### src/rtl/bcd_pkg.sv
// Shared types and constants for the BCD-to-binary converter.
// Digit thresholds and the result-width function live here so the top and digit cells agree.
package bcd_pkg;

    typedef enum logic {
        IDLE  = 1'b0,
        SHIFT = 1'b1
    } state_t;

    localparam int NDIG_MIN = 1;
    localparam int NDIG_MAX = 4;

    localparam logic [3:0] DIG_MAX = 4'd9;
    localparam logic [3:0] DIG_TH  = 4'd8;
    localparam logic [3:0] DIG_SUB = 4'd3;

    // Bits needed to hold 10^ndig - 1.
    function automatic int bw_of(input int ndig);
        case (ndig)
            1:       return 4;
            2:       return 7;
            3:       return 10;
            default: return 14;
        endcase
    endfunction

endpackage

### src/rtl/bcd_sub3.sv
// Per-digit correction cell for reverse double-dabble.
// A digit that picked up a carried-in 8 during the right shift should only have gained 5.
module bcd_sub3
    import bcd_pkg::*;
(
    input  logic [3:0] din,
    output logic [3:0] dout
);

    assign dout = (din >= DIG_TH) ? (din - DIG_SUB) : din;

endmodule

### src/rtl/bcd2bin.sv
// Sequential packed-BCD to binary converter, one bit of result per clock.
// Optional LSB-first serial result stream enabled by defining BCD2BIN_SERIAL_EN.
//
// state | meaning
// IDLE  | waiting for start; loads W on start
// SHIFT | shifting W right, or reporting an invalid digit on the first cycle
module bcd2bin
    import bcd_pkg::*;
#(
    parameter  int NDIG = 2,
    localparam int BW   = bw_of(NDIG)
) (
    input  logic            clk,
    input  logic            rst,
    input  logic            start,
    input  logic [4*NDIG-1:0] bcd,
    output logic            busy,
    output logic            done,
    output logic            err,
    output logic [BW-1:0]   bin
`ifdef BCD2BIN_SERIAL_EN
   ,output logic            sout,
    output logic            svalid
`endif
);

    localparam int WW = 4*NDIG + BW;
    localparam int CW = $clog2(BW + 1);

    state_t          state;
    logic [WW-1:0]   w;
    logic [WW-1:0]   w_shr;
    logic [WW-1:0]   w_next;
    logic [CW-1:0]   cnt;
    logic            bad;
    logic            bcd_bad;

    assign w_shr = w >> 1;

    genvar g;
    generate
        for (g = 0; g < NDIG; g++) begin : g_dig
            bcd_sub3 u_sub3 (
                .din  (w_shr[BW + 4*g +: 4]),
                .dout (w_next[BW + 4*g +: 4])
            );
        end
    endgenerate

    assign w_next[BW-1:0] = w_shr[BW-1:0];

    always_comb begin
        bcd_bad = 1'b0;
        for (int i = 0; i < NDIG; i++) begin
            if (bcd[4*i +: 4] > DIG_MAX) bcd_bad = 1'b1;
        end
    end

    always_ff @(posedge clk or posedge rst) begin
        if (rst) begin
            state  <= IDLE;
            w      <= '0;
            cnt    <= '0;
            bad    <= 1'b0;
            busy   <= 1'b0;
            done   <= 1'b0;
            err    <= 1'b0;
            bin    <= '0;
`ifdef BCD2BIN_SERIAL_EN
            sout   <= 1'b0;
            svalid <= 1'b0;
`endif
        end else begin
            done <= 1'b0;
`ifdef BCD2BIN_SERIAL_EN
            svalid <= 1'b0;
`endif
            case (state)
                IDLE: begin
                    if (start) begin
                        w     <= {bcd, {BW{1'b0}}};
                        bad   <= bcd_bad;
                        err   <= 1'b0;
                        busy  <= 1'b1;
                        cnt   <= '0;
                        state <= SHIFT;
                    end
                end
                SHIFT: begin
                    if (bad) begin
                        // invalid digit: report straight away, bin keeps last good result
                        bad   <= 1'b0;
                        done  <= 1'b1;
                        err   <= 1'b1;
                        busy  <= 1'b0;
                        state <= IDLE;
                    end else begin
                        w   <= w_next;
                        cnt <= cnt + CW'(1);
`ifdef BCD2BIN_SERIAL_EN
                        sout   <= w[BW];
                        svalid <= 1'b1;
`endif
                        if (cnt == CW'(BW - 1)) begin
                            bin   <= w_next[BW-1:0];
                            done  <= 1'b1;
                            busy  <= 1'b0;
                            state <= IDLE;
                        end
                    end
                end
                default: state <= IDLE;
            endcase
        end
    end

endmodule
### config.mk
export PLATFORM = sky130hd
export DESIGN_NAME = bcd2bin
export DESIGN_NICKNAME = d
export VERILOG_FILES = /design/src/rtl/bcd_pkg.sv /design/src/rtl/bcd_sub3.sv /design/src/rtl/bcd2bin.sv
export SDC_FILE = /design/constraint.sdc
export NUM_CORES = 1
export LEC_CHECK = 0
export CORE_UTILIZATION = 45
export DETAILED_ROUTE_END_ITERATION = 8
export GPL_TIMING_DRIVEN = 0
export PLACE_DENSITY = 0.68
export SYNTH_ARGS = -nofsm -noshare
export SYNTH_HDL_FRONTEND = slang
export SYNTH_HIERARCHICAL = 1
export SYNTH_SLANG_ARGS = --single-unit
### constraint.sdc
create_clock -name clk -period 1.7 [get_ports clk]
set_input_delay 0.34 -clock clk [delete_from_list [all_inputs] [get_ports clk]]
set_output_delay 0.34 -clock clk [all_outputs]
set_load 0.05 [all_outputs]
======== Word-level counts from Yosys, hierarchy flattened ========
Index checks and enable logic that the tools add are counted.
W data, S select, Z words.
cells by class
  reductions and logical operators ........ 4
  order comparisons ....................... 4
  add/subtract/negate cells ............... 3
  bitwise gates (word level) .............. 2
  eq/ne operators ......................... 5
  muxes and demuxes ....................... 26
operator list
  kind                   number
  $mux W15               2
  $pmux W15 S2           1
  $mux W1                14
  $gt A4 B4 Y1 const B   2
  $mux W4                2
  $pmux W1 S2            4
  $mux W3                2
  $pmux W3 S2            1
  $reduce_and A2 Y1      3
  $ge A3 B4 Y1 const B   1
  $ge A4 B4 Y1 const B   1
  $ne A2 B2 Y1 const B   2
  $sub A3 B2 Y4 const B  1
  $sub A4 B2 Y4 const B  1
  $add A3 B1 Y3 const B  1
  $eq A3 B3 Y1 const B   1
  $ne A3 B1 Y1 const B   1
  $reduce_and A3 Y1      1
  $ne A2 B1 Y1 const B   1
  $not A1 Y1             2
storage, ports and cells
  logic and storage cells ................. 52
  register bits after elaboration ......... 30
  input bits .............................. 11

======== Longest topological paths before layout ========
  word-level depth ........................ 5
  mapped depth ............................ 6
  depth with buffers taken out ............ 6

======== By module ========
Netlist, hierarchy kept.
modules (own cells, without submodules)
  module    area each (µm²)  times used  cells each
  bcd2bin   1263.7           1           91
  bcd_sub3  76.3             2           11

======== Worst setup path before layout ========
Ideal clock, no wire load.
  path kind ............................... register to register
  start ................................... register w[8]
  end ..................................... register w[9]
  arrival time ............................ 1340 ps
  path slack .............................. 236 ps
  setup time .............................. 125 ps
  data required time ...................... 1575 ps
  period minus slack after synthesis ...... 1464 ps
  stages on the path, launching flop included .. 6
  cell sequence ........................... dfrtp_1 > ha_1 > nand2b_1 > xnor2_1 > mux2_2 > mux2_2
between the ends
  word-level cells in the longest chain between the ends .. 4
RTL lines
  element                                               RTL line        source
  start, declared                                       bcd2bin.sv:31   logic [WW-1:0] w;
  start signal, assigned                                bcd2bin.sv:81   w <= {bcd, {BW{1'b0}}};
  start signal, assigned                                bcd2bin.sv:98   w <= w_next;
  $sub A4 B2 Y4 / $ge A4 B4 Y1 (equally long branches)  bcd_sub3.sv:10  assign dout = (din >= DIG_TH) ? (din - DIG_SUB) : din;
  $mux W4 *                                             bcd_sub3.sv:10
  named net w_next[9]                                   bcd2bin.sv:33   logic [WW-1:0] w_next;
  $mux W15 *                                            bcd2bin.sv:90   if (bad) begin
  $pmux W15 S2 *                                        bcd2bin.sv:78   case (state)
Mark *: on every way through the listed nets, which the timed path passes. The rest lies on a longest branch. The select of a mux whose other input is x is not followed.
A chain may end at the register's enable or synchronous reset.

======== Worst setup path after layout ========
  start ................................... input port start
  end ..................................... register w[7]
between the ends
  word-level cells in the longest chain between the ends .. 2
RTL lines
  element                             RTL line       source
  start, declared                     bcd2bin.sv:15  input logic start,
  $ne A2 B2 Y1 (no source line)       -
  $reduce_and A2 Y1 (no source line)  -
No other way between the ends.

==> flow_summary_export.csv <==
group,metric,value,unit
floorplan,core-area,2880,sq um
route,remaining_drc_errors,0,
global_routing,grt_max_degree,30,
route,ant_nets,0,
global_routing,grt_overflow,0,
outcome,outcome,"finished clean",
cts,cts_tree,"done",
floorplan,die_y,58.1,um
critical_path,critPathLaunchType,"input port",
final_layout,diodes,0,
critical_path,worst-setup-path-type,"input port to flop",
synth,yosysWarningCount,6,
sta,whs,497,ps
critical_path,path_cells,"clkdlybuf4s50_1, nor2_2, a21oi_2, mux2_2",
final_layout,finish.utilization,0.600,
route,drt-total-wl,2.45,mm
route,wl_per_cell,13.2,um
floorplan,die_area,3380,sq um
final_layout,ff_latch_area,726,sq um
final_layout,layout.nets,161,
synth,avgSynthCellArea,12.5,sq um
sta,finalCritPeriodShare,0.931,
synth,syn-instance-count,113,
sta,hold_viol_final,0,
global_routing,grt_pass1_vias,1007,
route,drt_pass1_iterations,4,
sta,setup_slack,117,ps
pwr,power_density,2010,nW/um^2
pwr,power,3.47,mW
sta,tns,0,ps
critical_path,required,1920,ps
final_layout,drive_gt1_frac,0.243,
cts,cts_setup_buffers,0,
cts,clk_path_buf_depth,2,
sta,finClkSkew,10.6,ps
global_routing,grt_pass1_wl,4.34,mm
cts,cts.sinks,29,
floorplan,initial_core_util,0.492,
critical_path,cpMaxStageDelayCell,"clkdlybuf4s50_1",
sta,tightest_slew,1060,ps
cts,cts_made_buffers,5,
synth,yosysUniqueCellTypes,24,
sta,fmax,632,MHz
critical_path,critPathTopFamily,"buffers and inverters",
pwr,p_leak,0.841,nW
final_layout,multi_input_area,644,sq um
critical_path,cp-end-kind,"flop",
cts,cts_root_buffer,"clkbuf_4",
critical_path,path_buf_inv,1,
floorplan,ioPinCount,21,
placed_design,io_buffers,20,
synth,syn_area,1420,sq um
sta,rsz0062_at_grt,"false",
sta,slew_viol_final,0,
cts,htreeDepth,2,
cts,ctsResizeCount,10,
floorplan,std_cell_rows,19,
global_routing,antenna_found_initial,0,
sta,slew_headroom,0.292,
placed_design,dp_slack,-225,ps
critical_path,critical-path-max-stage-delay,550,ps
run,cap_violations,0,
cts,clkTransAtPathRegs,80,ps
synth,ys_seq_area_frac,0.512,
route,num_vias,931,
pwr,ir_worst_vdd,0.000861,V
cts,holdBufCountCts,0,
final_layout,fillCellCount,252,
min_path,hold_path.class,"flop to flop",
synth,synth-seq-cells,29,
placed_design,place_congestion,0.727,
route,drt_iter0_drc,9,
final_layout,syn_to_final_growth,21.9,%
critical_path,critical_path_arrival,1800,ps
sta,setup_viol,0,
global_routing,grt_use_total,0.176,
floorplan,die_w,58.1,um
cts,clk_latency,330,ps
sta,period_minus_slack,1580,ps
critical_path,cp_max_fo,9,
route,vias_per_cell,5.01,
placed_design,hpwlAfterDp,1.71,mm
## cell usage in the layout (no fill, tap or decap), types with 2 or more instances in the layout
master           synthesis  final
ha_1                     6      6
clkbuf_4                 0      5
a21oi_1                  4      4
inv_1                    9      9
a22o_1                   8      8
nor2_1                   4      4
dlygate4sd2_1            0     10
xnor2_1                  3      3
nand2_1                  3      3
nor2b_1                  3      3
xor2_1                   2      2
clkdlybuf4s50_1          0     10
buf_6                    2      2
conb_1                   1      5
o21ai_0                  5      5
dfrtp_1                 29     29
mux2_2                  22     22
nand2b_1                 3      3
## sequential cells by signal, indices dropped and copies added, names as in the netlist
| register | cells |
|---|---|
| bad | 1 |
| cnt | 3 |
| bin | 7 |
| done | 1 |
| w | 14 |
| busy | 1 |
| err | 1 |
| state | 1 |
## layout make-up
type	instances	share of cell area
Buffer	3	0.0159
Clock buffer	7	0.0319
Inverter	9	0.0196
Multi-Input combinational cell	76	0.373
Sequential cell	29	0.420
Tap cell	42	0.0304
Timing Repair Buffer	20	0.109
## layer usage
metal  global-route usage  part of all wire
met4               0.0510            0.0098
met2                0.299              0.47
met1                0.203              0.48
met5                    0                 0
met3               0.0737             0.045
## logic make-up (layout without fill, tap and decap cells)
logic type	after synthesis	after routing	share of synthesized area
flip-flops	29	29	0.512
adder cells (fa/ha/maj)	6	6	0.0530
AND/OR/NAND/NOR	16	16	0.0716
other	1	5	0.00265
XOR/XNOR	5	5	0.0309
AO/OA/AOI/OAI	21	21	0.103
multiplexers	23	23	0.183
buffers and inverters	12	39	0.0433
## cell usage after synthesis
| cell | number | area (sq um) |
|---|---|---|
| nor2b_1 | 3 | 18.8 |
| nand3_4 | 1 | 17.5 |
| xnor2_1 | 3 | 26.3 |
| a22o_1 | 8 | 70.1 |
| dfrtp_1 | 29 | 726 |
| inv_1 | 9 | 33.8 |
| nor2_2 | 1 | 6.26 |
| o22ai_1 | 1 | 6.26 |
| xor2_1 | 2 | 17.5 |
| conb_1 | 1 | 3.75 |
| mux2_1 | 1 | 11.3 |
| a21oi_1 | 4 | 20.0 |
| nand2b_1 | 3 | 18.8 |
| a21o_1 | 1 | 7.51 |
| mux2_2 | 22 | 248 |
| nor2b_4 | 1 | 13.8 |
| nand2_1 | 3 | 11.3 |
| nor2_1 | 4 | 15.0 |
| a311oi_1 | 1 | 8.76 |
| buf_2 | 1 | 5.00 |
| ha_1 | 6 | 75.1 |
| buf_6 | 2 | 22.5 |
| o21ai_0 | 5 | 25.0 |
| a21oi_2 | 1 | 8.76 |
## per-stage QoR
step / area (sq um) / std cells
after floorplan: 1430 / 117
after global routing: 1730 / 186
after detailed placement: 1680 / 179
final: 1730 / 186
after CTS: 1730 / 186
after global placement: 1680 / 179
## worst paths after layout
path                                    start                  to  slack, ps  cells after the start
setup / recovery                        start    w[7]$_DFFE_PP0P_        120                      4
hold / removal             bin[5]$_DFFE_PP0P_  bin[5]$_DFFE_PP0P_        500                      1
setup reg to reg             w[8]$_DFFE_PP0P_    w[8]$_DFFE_PP0P_        140                      6
hold reg to reg            bin[5]$_DFFE_PP0P_  bin[5]$_DFFE_PP0P_        500                      1
max in group asynchronous                 rst      done$_DFF_PP0_        490                      2
min in group asynchronous                 rst  bin[6]$_DFFE_PP0P_        570                      2
## power by group
part           switching [mW]  total [mW]  internal, mW
Clock                   0.232       0.426         0.195
Sequential              0.255        1.27          1.02
Combinational           0.924        1.77         0.844
Total                    1.41        3.47          2.06
No activity file was read; power rests on OpenSTA's default activity.
